--- config.mk ---
export PLATFORM = sky130hd
export DESIGN_NAME = gen_reg_fifo_flex
export DESIGN_NICKNAME = d
export VERILOG_FILES = /design/src/rtl/reg_fifo_pkg.sv /design/src/rtl/reg_fifo_ctrl.sv /design/src/rtl/gen_reg_fifo_flex.sv
export SDC_FILE = /design/constraint.sdc
export NUM_CORES = 1
export LEC_CHECK = 0
export CORE_MARGIN = 4
export CORE_UTILIZATION = 45
export DETAILED_ROUTE_END_ITERATION = 16
export PLACE_DENSITY = 0.72
export REMOVE_ABC_BUFFERS = 1
export SLEW_MARGIN = 5
export SYNTH_ARGS = -nofsm -noshare
export SYNTH_HDL_FRONTEND = slang
export SYNTH_SLANG_ARGS = --single-unit
export TNS_END_PERCENT = 30
--- constraint.sdc ---
create_clock -name clockCore -period 8.8 [get_ports clockCore]
set_input_delay 1.76 -clock clockCore [delete_from_list [all_inputs] [get_ports clockCore]]
set_output_delay 1.76 -clock clockCore [all_outputs]
set_load 0.02 [all_outputs]
--- src/rtl/reg_fifo_pkg.sv ---
// reg_fifo_pkg: shared types, read-mode constants and width helper for the register FIFO family
package reg_fifo_pkg;
  localparam bit MODE_FWFT = 1'b1;
  localparam bit MODE_REG = 1'b0;
  typedef struct packed {
    logic overrun;
    logic underrun;
  } err_flags_t;
  function automatic int cnt_width(input int depth);
    return $clog2(depth) + 1;
  endfunction
endpackage

--- src/rtl/reg_fifo_ctrl.sv ---
// reg_fifo_ctrl: pointers, occupancy, accept/flush logic, sticky errors and peak watermark
module reg_fifo_ctrl
  import reg_fifo_pkg::*;
#(
  parameter int DEPTH = 8,
  parameter int CNT_W = cnt_width(DEPTH),
  localparam int PW = $clog2(DEPTH)
) (
  input  logic             clk,
  input  logic             rst,
  input  logic             flush_i,
  input  logic             push_i,
  input  logic             pop_i,
  input  logic             err_clr_i,
  input  logic [CNT_W-1:0] af_thr_i,
  input  logic [CNT_W-1:0] ae_thr_i,
  output logic             wr_en_o,
  output logic             rd_en_o,
  output logic [PW-1:0]    wr_ptr_o,
  output logic [PW-1:0]    rd_ptr_o,
  output logic             full_o,
  output logic             empty_o,
  output logic [CNT_W-1:0] cnt_o,
  output logic [CNT_W-1:0] peak_o,
  output err_flags_t       err_o,
  output logic             af_o,
  output logic             ae_o
);
  logic [PW-1:0] wr_q, wr_d, rd_q, rd_d;
  logic [CNT_W-1:0] cnt_q, cnt_d, peak_q, peak_d;
  err_flags_t err_q, err_d;
  logic ovr_ev, und_ev;
  always_comb begin
    full_o = cnt_q == CNT_W'(DEPTH);
    empty_o = cnt_q == '0;
    // a pop frees the slot the simultaneous push lands in, so full does not block it
    wr_en_o = !flush_i & push_i & (!full_o | pop_i);
    rd_en_o = !flush_i & pop_i & !empty_o;
    ovr_ev = !flush_i & push_i & full_o & !pop_i;
    und_ev = !flush_i & pop_i & empty_o;
    wr_d = flush_i ? '0 : wr_q + PW'(wr_en_o);
    rd_d = flush_i ? '0 : rd_q + PW'(rd_en_o);
    cnt_d = flush_i ? '0 : cnt_q + CNT_W'(wr_en_o) - CNT_W'(rd_en_o);
    peak_d = err_clr_i ? cnt_d : (cnt_d > peak_q ? cnt_d : peak_q);
    err_d.overrun = ovr_ev | (err_q.overrun & !err_clr_i);
    err_d.underrun = und_ev | (err_q.underrun & !err_clr_i);
    wr_ptr_o = wr_q;
    rd_ptr_o = rd_q;
    cnt_o = cnt_q;
    peak_o = peak_q;
    err_o = err_q;
    af_o = cnt_q >= af_thr_i;
    ae_o = cnt_q <= ae_thr_i;
  end
  always_ff @(posedge clk or posedge rst) begin
    if (rst) begin
      wr_q <= '0;
      rd_q <= '0;
      cnt_q <= '0;
      peak_q <= '0;
      err_q <= '0;
    end else begin
      wr_q <= wr_d;
      rd_q <= rd_d;
      cnt_q <= cnt_d;
      peak_q <= peak_d;
      err_q <= err_d;
    end
  end
endmodule

--- src/rtl/gen_reg_fifo_flex.sv ---
// gen_reg_fifo_flex: parametrised flop-array FIFO with FWFT or registered read,
// flush, sticky error flags and peak-occupancy watermark
module gen_reg_fifo_flex
  import reg_fifo_pkg::*;
#(
  parameter int DEPTH = 8,
  parameter int WIDTH = 64,
  parameter bit FWFT = MODE_FWFT,
  parameter int CNT_W = cnt_width(DEPTH)
) (
  input  logic             clockCore,
  input  logic             resetCore,
  input  logic             flush,
  input  logic             push,
  input  logic [WIDTH-1:0] dataIn,
  input  logic             pop,
  output logic [WIDTH-1:0] dataOut,
  output logic             dataValid,
  output logic             full,
  output logic             empty,
  input  logic [CNT_W-1:0] almostFullThreshold,
  input  logic [CNT_W-1:0] almostEmptyThreshold,
  output logic             almostFullFlag,
  output logic             almostEmptyFlag,
  output logic [CNT_W-1:0] fifoDepth,
  output logic [CNT_W-1:0] peakDepth,
  output logic             overrun,
  output logic             underrun,
  input  logic             errClear
);
  localparam int PW = $clog2(DEPTH);
  logic [WIDTH-1:0] mem_q [DEPTH];
  logic [WIDTH-1:0] dout_q, dout_d, head;
  logic dv_q, wr_en, rd_en;
  logic [PW-1:0] wr_ptr, rd_ptr;
  err_flags_t err;
  reg_fifo_ctrl #(.DEPTH(DEPTH), .CNT_W(CNT_W)) u_ctrl (
    .clk(clockCore), .rst(resetCore), .flush_i(flush), .push_i(push), .pop_i(pop),
    .err_clr_i(errClear), .af_thr_i(almostFullThreshold), .ae_thr_i(almostEmptyThreshold),
    .wr_en_o(wr_en), .rd_en_o(rd_en), .wr_ptr_o(wr_ptr), .rd_ptr_o(rd_ptr),
    .full_o(full), .empty_o(empty), .cnt_o(fifoDepth), .peak_o(peakDepth),
    .err_o(err), .af_o(almostFullFlag), .ae_o(almostEmptyFlag)
  );
  always_ff @(posedge clockCore) begin
    if (wr_en) mem_q[wr_ptr] <= dataIn;
  end
  always_comb begin
    head = mem_q[rd_ptr];
    dout_d = flush ? '0 : (rd_en ? head : dout_q);
    dataOut = (FWFT == MODE_FWFT) ? (empty ? '0 : head) : dout_q;
    dataValid = (FWFT == MODE_FWFT) ? !empty : dv_q;
    overrun = err.overrun;
    underrun = err.underrun;
  end
  always_ff @(posedge clockCore or posedge resetCore) begin
    if (resetCore) begin
      dout_q <= '0;
      dv_q <= 1'b0;
    end else begin
      dout_q <= dout_d;
      dv_q <= rd_en;
    end
  end
endmodule

==> results.json <==
{
  "status": "completed",
  "cts_tree": "yes",
  "via_count": 9598,
  "mostFrequentLayoutCells": "edfxtp_1, clkdlybuf4s50_1, mux4_2",
  "drive_gt1_share_pct": 20.2,
  "fp.dieH_um": 222,
  "hold_class": "flop to flop",
  "antenna_found_initial": 4,
  "viasPerCell": 5.45,
  "cts_setup_buffers": 0,
  "p_per_area_nw_per_um2": 259,
  "htreeDepth": 2,
  "critPathKind": "flop to primary output",
  "final.fill_count": 3468,
  "drv_slew": 0,
  "dieWidth_um": 222,
  "min_period_over_period_pct": 63.4,
  "drtIter0Drc": 647,
  "fin_crit_ns": 5.58,
  "dp_hpwl_um": 22100,
  "synth.top_cell.area_share_pct": 74.9,
  "hold_viol": 0,
  "netlist_top_cells_area": "edfxtp_1, mux4_2, mux2i_1",
  "clk_pin_slew_ns": 0.06,
  "synth_flop_cell": "edfxtp_1",
  "path_max_fanout": 40,
  "io_pins": 157,
  "gr-total-overflow": 0,
  "gp_congestion": 0.736,
  "yosysSeqAreaShare_pct": 76.8,
  "area_growth_pct": 19.2,
  "yosysTopAreaCell": "edfxtp_1",
  "clkLatencyLatePin_ns": 0.59,
  "yosys.cell_types.count": 34,
  "clock-root-buffer": "clkbuf_16",
  "grt_pass1_vias": 10400,
  "grt_usage_pct": 16.7,
  "place_area_um2": 22800,
  "grt_pass1_wl_um": 63200,
  "wl_per_cell_um": 23.2,
  "worst_pin_slew_ns": 1.02,
  "seq_area_um2": 15800,
  "start_util_pct": 45.3,
  "vdd_drop_max_mv": 0.426,
  "synthesis.area_um2": 20500,
  "setup_violations": 0,
  "wl_um": 40800,
  "die-area_um2": 49100,
  "cts_repair_resize_count": 0,
  "final_nets": 1217,
  "synth_edf_count": 512,
  "end_kind": "primary output",
  "grt_max_degree": 67,
  "synth-async-reset-ratio_pct": 3.03,
  "fin_cells": 1762,
  "mostFrequentLayoutCell": "edfxtp_1",
  "drc": 0,
  "rows": 78,
  "cts_hold_buf": 0,
  "syn_avg_cell_area_um2": 22.1,
  "fin_area_um2": 24500,
  "coreArea_um2": 45300,
  "p_leak_nw": 7.63,
  "port_buffers": 156,
  "dp_slack_ns": 3.13,
  "r2r_slack_ns": 4.18,
  "setup_slack_ns": 3.22,
  "cts_buffer_depth": 3,
  "post-place-cells": 1662,
  "required_ns": 7.04,
  "ys_warn_count": 0,
  "drv_cap": 0,
  "fin_skew_ns": 0.0152,
  "cp.arrival_ns": 3.82,
  "cts.sinks": 528,
  "dr.pass1.iters": 4,
  "fmax_mhz": 179,
  "cts_buffers": 52,
  "crit_path_start_kind": "flop",
  "tns_ns": 0,
  "ys_ff_latch": 528,
  "ant_nets": 0,
  "multi_input_area_um2": 4490,
  "utilization_pct": 54.0,
  "relSlewSlack_pct": 32.1,
  "rsz0062_at_grt": "no",
  "netlist_instances": 931
}
## layout make-up
type / count / area share [%]
Tap cell: 600 / 3.07
Timing Repair Buffer: 174 / 6.93
Clock buffer: 69 / 5.58
Antenna cell: 2 / 0.0205
Sequential cell: 528 / 64.5
Inverter: 22 / 0.343
Clock inverter: 29 / 1.19
Multi-Input combinational cell: 338 / 18.4
## Yosys cell counts (4+ instances only)
| master | count |
|---|---|
| buf_1 | 4 |
| buf_4 | 11 |
| nand2_1 | 4 |
| edfxtp_1 | 512 |
| mux4_2 | 128 |
| nor2_1 | 77 |
| nand2b_1 | 6 |
| buf_2 | 17 |
| mux2i_1 | 64 |
| inv_1 | 22 |
| ha_1 | 22 |
| clkbuf_1 | 9 |
| dfrtp_1 | 16 |
| nor2b_1 | 6 |
| mux2_2 | 4 |
## path summary, 6_finish.rpt
check | startpoint | to | cells after the start
max reg2reg | u_ctrl.cnt_o[2] | u_ctrl.peak_o[1] | 17
min in group asynchronous | resetCore | u_ctrl.rd_ptr_o[2] | 2
max | u_ctrl.rd_ptr_o[0] | dataOut[62] | 5
min reg2reg | u_ctrl.err_o[1] | u_ctrl.err_o[1] | 2
max in group asynchronous | resetCore | u_ctrl.rd_ptr_o[1] | 2
min | u_ctrl.err_o[1] | u_ctrl.err_o[1] | 2
## routing by layer
layer	GRT usage (%)	part of all wire, %
met1	23.1	43
met2	27.7	50
met3	3.80	5.7
met4	3.82	1.7
met5	0	0.088
## sequential cells by signal, indices dropped and copies added, names as in the netlist
| name | cells |
|---|---|
| u_ctrl.wr_ptr_o | 3 |
| u_ctrl.cnt_o | 4 |
| u_ctrl.err_o | 2 |
| mem_q | 512 |
| u_ctrl.rd_ptr_o | 3 |
| u_ctrl.peak_o | 4 |
## cell families after synthesis
family | Yosys count | share of synthesized area (%)
xor gates and xnor gates | 3 | 0.128
DFF | 528 | 76.8
adders and majority gates | 23 | 1.44
and+or+nand+nor | 101 | 2.16
AOI/OAI and AO/OA | 15 | 0.500
buffers and inverters | 65 | 1.57
muxes | 196 | 17.4
## critical path, cell delays in order (launching register included)
cell	delay, ns
dfrtp_4	0.93
buf_4	0.76
mux4_2	0.59
mux2i_1	0.17
nor2_1	0.09
clkdlybuf4s50_1	0.60
## metrics by stage
stage	power (mW)	hold WS, ns
2_1_floorplan	3.74	0.573
6_report	6.35	0.549
3_3_place_gp	4.28	0.539
4_1_cts	6.44	0.551
3_5_place_dp	4.29	0.532
5_1_grt	6.63	0.566
## where the power goes
group	internal [mW]	leakage (nW)	total, mW	switching (mW)
Clock	1.24	0.805	2.14	0.897
Combinational	0.631	2.00	1.34	0.707
Sequential	2.82	4.83	2.87	0.0547
Total	4.69	7.63	6.35	1.66
No activity file was read; power rests on OpenSTA's default activity.
